===== src/rtl/mesi_line_controller.sv =====
// rtl/mesi_line_controller.sv - MESI line-state sequencer with front-side-bus transaction control
// Looks up one line per command, runs at most one bus op, writes the next state back and responds.
module mesi_line_controller #(
  parameter int IDX_W = 4
) (
  input  logic             CLK,
  input  logic             RESET_N,
  input  logic             REQ_VALID,
  output logic             REQ_READY,
  input  logic [7:0]       REQ_CMD,
  input  logic [IDX_W-1:0] REQ_INDEX,
  output logic             BUS_REQ,
  output logic [1:0]       BUS_OP,
  input  logic             BUS_GNT,
  input  logic             BUS_DONE,
  input  logic [1:0]       BUS_HM,
  output logic             RSP_VALID,
  output logic [3:0]       RSP_STATE,
  output logic             RSP_HIT,
  output logic [1:0]       SNOOP_RESULT,
  output logic             BUSY
);

  localparam logic [3:0] ST_M = 4'b0001;
  localparam logic [3:0] ST_E = 4'b0010;
  localparam logic [3:0] ST_S = 4'b0100;
  localparam logic [3:0] ST_I = 4'b1000;

  localparam logic [1:0] OP_READ = 2'd0;
  localparam logic [1:0] OP_RWIM = 2'd1;
  localparam logic [1:0] OP_INV  = 2'd2;
  localparam logic [1:0] OP_WB   = 2'd3;

  localparam logic [1:0] SR_MISS = 2'd0;
  localparam logic [1:0] SR_HIT  = 2'd1;
  localparam logic [1:0] SR_HITM = 2'd2;

  localparam int               LINES    = 2 ** IDX_W;
  localparam logic [IDX_W-1:0] LAST_IDX = {IDX_W{1'b1}};

  typedef enum logic [2:0] {
    S_IDLE,
    S_LOOKUP,
    S_BUS_ARB,
    S_BUS_WAIT,
    S_CLEAR,
    S_RESPOND
  } fsm_t;

  fsm_t             state_q, state_d;
  logic [3:0]       mem [LINES];
  logic [7:0]       cmd_q;
  logic [IDX_W-1:0] idx_q;
  logic [IDX_W-1:0] clr_idx_q;
  logic [1:0]       op_q;
  logic [3:0]       next_q;
  logic             hit_q;
  logic [1:0]       snoop_q;

  logic [3:0]       cur;
  logic             lk_bus;
  logic [1:0]       lk_op;
  logic [3:0]       lk_next;
  logic             lk_hit;
  logic [1:0]       lk_snoop;

  // Protocol table; corrupted (non-one-hot) entries decode as Invalid.
  always_comb begin
    case (mem[idx_q])
      ST_M, ST_E, ST_S: cur = mem[idx_q];
      default:          cur = ST_I;
    endcase
    lk_hit   = (cur != ST_I);
    lk_bus   = 1'b0;
    lk_op    = OP_READ;
    lk_next  = cur;
    lk_snoop = SR_MISS;
    case (cmd_q)
      8'd0, 8'd2: begin
        if (!lk_hit) begin
          lk_bus  = 1'b1;
          lk_op   = OP_READ;
          lk_next = ST_E;
        end
      end
      8'd1: begin
        lk_next = ST_M;
        if (cur == ST_S) begin
          lk_bus = 1'b1;
          lk_op  = OP_INV;
        end else if (cur == ST_I) begin
          lk_bus = 1'b1;
          lk_op  = OP_RWIM;
        end
      end
      8'd3: begin
        if (lk_hit) begin
          lk_snoop = SR_HIT;
          if (cur == ST_S) lk_next = ST_I;
        end
      end
      8'd4: begin
        if (cur == ST_M) begin
          lk_bus   = 1'b1;
          lk_op    = OP_WB;
          lk_next  = ST_S;
          lk_snoop = SR_HITM;
        end else if (lk_hit) begin
          lk_next  = ST_S;
          lk_snoop = SR_HIT;
        end
      end
      8'd5: begin
        if (cur == ST_M)  lk_snoop = SR_HITM;
        else if (lk_hit)  lk_snoop = SR_HIT;
      end
      8'd6: begin
        if (cur == ST_M) begin
          lk_bus   = 1'b1;
          lk_op    = OP_WB;
          lk_next  = ST_I;
          lk_snoop = SR_HITM;
        end else if (lk_hit) begin
          lk_next  = ST_I;
          lk_snoop = SR_HIT;
        end
      end
      default: ;
    endcase
  end

  always_ff @(posedge CLK) begin
    if (!RESET_N) state_q <= S_IDLE;
    else          state_q <= state_d;
  end

  always_comb begin
    state_d   = state_q;
    REQ_READY = 1'b0;
    BUS_REQ   = 1'b0;
    BUS_OP    = 2'd0;
    RSP_VALID = 1'b0;
    BUSY      = 1'b1;
    case (state_q)
      S_IDLE: begin
        REQ_READY = 1'b1;
        BUSY      = 1'b0;
        if (REQ_VALID) state_d = (REQ_CMD == 8'd8) ? S_CLEAR : S_LOOKUP;
      end
      S_LOOKUP:   state_d = lk_bus ? S_BUS_ARB : S_RESPOND;
      S_BUS_ARB: begin
        BUS_REQ = 1'b1;
        BUS_OP  = op_q;
        if (BUS_GNT) state_d = S_BUS_WAIT;
      end
      S_BUS_WAIT: if (BUS_DONE) state_d = S_RESPOND;
      S_CLEAR:    if (clr_idx_q == LAST_IDX) state_d = S_RESPOND;
      S_RESPOND: begin
        RSP_VALID = 1'b1;
        state_d   = S_IDLE;
      end
      default:    state_d = S_IDLE;
    endcase
  end

  always_ff @(posedge CLK) begin
    if (!RESET_N) begin
      cmd_q     <= 8'd0;
      idx_q     <= '0;
      clr_idx_q <= '0;
      op_q      <= OP_READ;
      next_q    <= ST_I;
      hit_q     <= 1'b0;
      snoop_q   <= SR_MISS;
      for (int i = 0; i < LINES; i++) mem[i] <= ST_I;
    end else begin
      case (state_q)
        S_IDLE: begin
          if (REQ_VALID) begin
            cmd_q     <= REQ_CMD;
            idx_q     <= REQ_INDEX;
            clr_idx_q <= '0;
            if (REQ_CMD == 8'd8) begin
              next_q  <= ST_I;
              hit_q   <= 1'b0;
              snoop_q <= SR_MISS;
            end
          end
        end
        S_LOOKUP: begin
          op_q    <= lk_op;
          next_q  <= lk_next;
          hit_q   <= lk_hit;
          snoop_q <= lk_snoop;
        end
        S_BUS_WAIT: begin
          // A read miss lands in S if any other cache holds the line.
          if (BUS_DONE && op_q == OP_READ) next_q <= (BUS_HM != 2'd0) ? ST_S : ST_E;
        end
        S_CLEAR: begin
          mem[clr_idx_q] <= ST_I;
          if (clr_idx_q != LAST_IDX) clr_idx_q <= clr_idx_q + IDX_W'(1);
        end
        S_RESPOND: mem[idx_q] <= next_q;
        default: ;
      endcase
    end
  end

  assign RSP_STATE    = next_q;
  assign RSP_HIT      = hit_q;
  assign SNOOP_RESULT = snoop_q;

endmodule


===== config.mk =====
export PLATFORM = sky130hd
export DESIGN_NAME = mesi_line_controller
export DESIGN_NICKNAME = d
export VERILOG_FILES = /design/src/rtl/mesi_line_controller.sv
export SDC_FILE = /design/constraint.sdc
export NUM_CORES = 1
export LEC_CHECK = 0
export ABC_AREA = 1
export CAP_MARGIN = 20
export CORE_ASPECT_RATIO = 0.8
export CORE_MARGIN = 10
export CORE_UTILIZATION = 53
export CTS_BUF_LIST = sky130_fd_sc_hd__clkbuf_4
export DETAILED_ROUTE_END_ITERATION = 8
export PLACE_DENSITY_LB_ADDON = 0.25
export SKIP_CTS_REPAIR_TIMING = 1
export SLEW_MARGIN = 20
export SYNTH_ARGS = -nofsm -noshare
export SYNTH_HDL_FRONTEND = slang
export SYNTH_SLANG_ARGS = --single-unit
export TNS_END_PERCENT = 30

===== constraint.sdc =====
create_clock -name CLK -period 2.2 [get_ports CLK]
set_input_delay 0.44 -clock CLK [delete_from_list [all_inputs] [get_ports CLK]]
set_output_delay 0.44 -clock CLK [all_outputs]
set_load 0.1 [all_outputs]

==> results.toml <==
[status]
outcome = "complete, no violations"

[synthesis]
syn-cell-area_sq_um = 4830
syn_inst = 626
synth_seq_cells = 96
synth_cell_types = 33
syn_avg_cell_area_sq_um = 7.72
yosysWarnings = 0
synthesis.nets = 646
ys_seq_area_frac = 0.531

[placement]
io_buffers = 31
dp_hpwl_mm = 9.36
dpl_cell_area_sq_um = 5680
globalplace.congestion = 0.872

[final_layout]
multi_input_area_sq_um = 1940
layout_common_cells = "nand2_1 (162), nor2_1 (95), inv_1 (78), edfxtp_1 (64), buf_4 (42)"
finish.utilization = 0.664
ff_latch_area_sq_um = 2570
n_antenna_cell = 0
final_common_cell = "nand2_1"
stdcell_area_sq_um = 5950
nFillCells = 743
layout.nets = 710
area_delta_synth_final_pct = 23.2
drive_above_1_share = 0.201

[drt]
drc = 0
drt-pass1-iter-count = 5
totalWireLength_mm = 12.6
via_per_inst = 5.30
ant_nets = 0
first_iter_violations = 372
avgRoutedWirePerCell_um = 15.5
num_vias = 4296

[critical_path]
worstPathCellList = "inv_1, nor3_4, nand2_4, o21ai_2, nand3_1, nor2_1, inv_2, nand2_1"
cp-start-kind = "flop"
cp_top_family = "simple AND/OR/NAND/NOR gates"
cp_slowest_stage_delay_ps = 420
crit_buf_inv = 2
cp-end-kind = "flop"
critPathKind = "flop to flop"
required_ps = 2350
cp.arrival_ps = 2280
worstPathMaxFanout = 9
cp_slowest_cell = "dfxtp_4"
r2r_slack_ps = 70

[global_route]
antenna_found_initial = 0
busiest_layer = "met2"
grtUsageMet3 = 0.0411
track_usage = 0.189
use_met1 = 0.256
grt_use_met2 = 0.298
grt_overflow = 0
grt_max_degree = 25
grt_pass1_vias = 4130
grt_pass1_wl_mm = 20.5

[power]
leakagePower_nw = 2.41
vdd_ir_drop_max_mv = 0.708
power_density_nw_per_um2 = 949

[timing]
fin_crit_ps = 2130
rsz0062_at_grt = "yes"
setup_violations = 0
finClkSkew_ps = 31.6
fin_hold_ws_ps = 469
slew_headroom = 0.657
worst_slew_pin_slew_ps = 510
fin_tns_setup_ps = 0
max_freq_mhz = 469
maxSlewViolCount = 0
period_share = 0.968
hold_viol = 0

[clocking]
tritoncts = "done"
root_buffer = "clkbuf_4"
cts_sinks = 96
cts_buffers = 9
clk_latency_ps = 450
clock_path_buffers = 2
clk_pin_slew_ps = 160
cts_htree_levels = 3

[floorplanning]
core-area_sq_um = 8960
fp.dieW_um = 127
placementRows = 31
fp.dieH_um = 105
ios = 32
initial_core_util = 0.539
dieArea_sq_um = 13400

[min_path]
hold_path.class = "flop to flop"

[flow_run]
drv_cap = 0
power breakdown:
| part | leakage, nW | internal (W) | switching [W] |
|---|---|---|---|
| logic | 1.45 | 0.000753 | 0.00160 |
| clock network | 0.0917 | 0.000482 | 0.000599 |
| registers | 0.868 | 0.00209 | 0.000124 |
| total | 2.41 | 0.00332 | 0.00233 |
per-stage QoR:
stage          total power, W  cells  setup slack, ps
3_3_place_gp          0.00445    791             -133
5_1_grt               0.00595    810            -42.7
3_5_place_dp          0.00451    791             -211
4_1_cts               0.00557    807             -153
2_1_floorplan         0.00381    626             -495
6_report              0.00565    810             69.4
path summary, 6_finish.rpt:
kind | startpoint | to | cells past startpoint
worst max-delay path | state_q[0] | mem[0][0] | 8
worst min-delay path | cmd_q[7] | cmd_q[7] | 2
worst max register to register | state_q[0] | mem[0][0] | 8
worst min register to register | cmd_q[7] | cmd_q[7] | 2
sequential cells by signal (all words and copies together), names as in the netlist, named ones only:
name          flops
RSP_HIT           1
idx_q             4
cmd_q             8
clr_idx_q         4
RSP_STATE         4
SNOOP_RESULT      2
state_q           3
mem              64
op_q              2
cell usage after synthesis:
| cell type | count | area (sq um) |
|---|---|---|
| dfxtp_1 | 32 | 641 |
| a211oi_1 | 2 | 15.0 |
| nand3_2 | 1 | 10.0 |
| clkbuf_1 | 12 | 45.0 |
| o211ai_1 | 3 | 22.5 |
| a21oi_1 | 27 | 135 |
| o31ai_1 | 3 | 22.5 |
| clkinv_1 | 1 | 3.75 |
| nand2_1 | 170 | 638 |
| buf_2 | 6 | 30.0 |
| nor2_4 | 1 | 11.3 |
| nor2_2 | 2 | 12.5 |
| clkinv_2 | 1 | 5.00 |
| inv_2 | 12 | 45.0 |
| a21oi_2 | 2 | 17.5 |
| o21ai_0 | 16 | 80.1 |
| a31oi_1 | 2 | 12.5 |
| o21ai_1 | 8 | 40.0 |
| ha_1 | 1 | 12.5 |
| nand3_1 | 39 | 195 |
| buf_8 | 1 | 15.0 |
| edfxtp_1 | 64 | 1920 |
| buf_6 | 2 | 22.5 |
| nor3_2 | 1 | 10.0 |
| o311ai_0 | 1 | 8.76 |
| inv_1 | 83 | 312 |
| nor2_1 | 113 | 424 |
| or2_2 | 3 | 18.8 |
| nor4_1 | 4 | 25.0 |
| nand4_1 | 4 | 25.0 |
| nor3_1 | 5 | 25.0 |
| o41ai_1 | 1 | 8.76 |
| nand2_2 | 3 | 18.8 |
per-layer routing:
metal	vias to the layer above	part of all wire
met3	18	0.080
met5	-	0
met4	0	0.013
li1	2114	-
met1	1993	0.45
met2	171	0.46
kinds of logic after synthesis:
kind of cell | synth area share
AO/OA/AOI/OAI | 0.0751
AND/OR/NAND/NOR | 0.293
adder cells (fa/ha/maj) | 0.00259
buffers and inverters | 0.0990
flip-flops | 0.531
layout make-up:
class	instances	area share
clock inverters	6	0.0149
inverters	97	0.0624
well taps	115	0.0242
repair buffers	74	0.127
flip-flops and latches	96	0.432
multi-input cells	412	0.326
clock buffers	10	0.0126
worst register-to-register path: stages (launching register included):
cell and delay (ps):
dfxtp_4 420, inv_1 80, nor3_4 260, nand2_4 130, o21ai_2 210, nand3_1 220
nor2_1 300, inv_2 60, nand2_1 150
(Power assumes the default switching activity.)
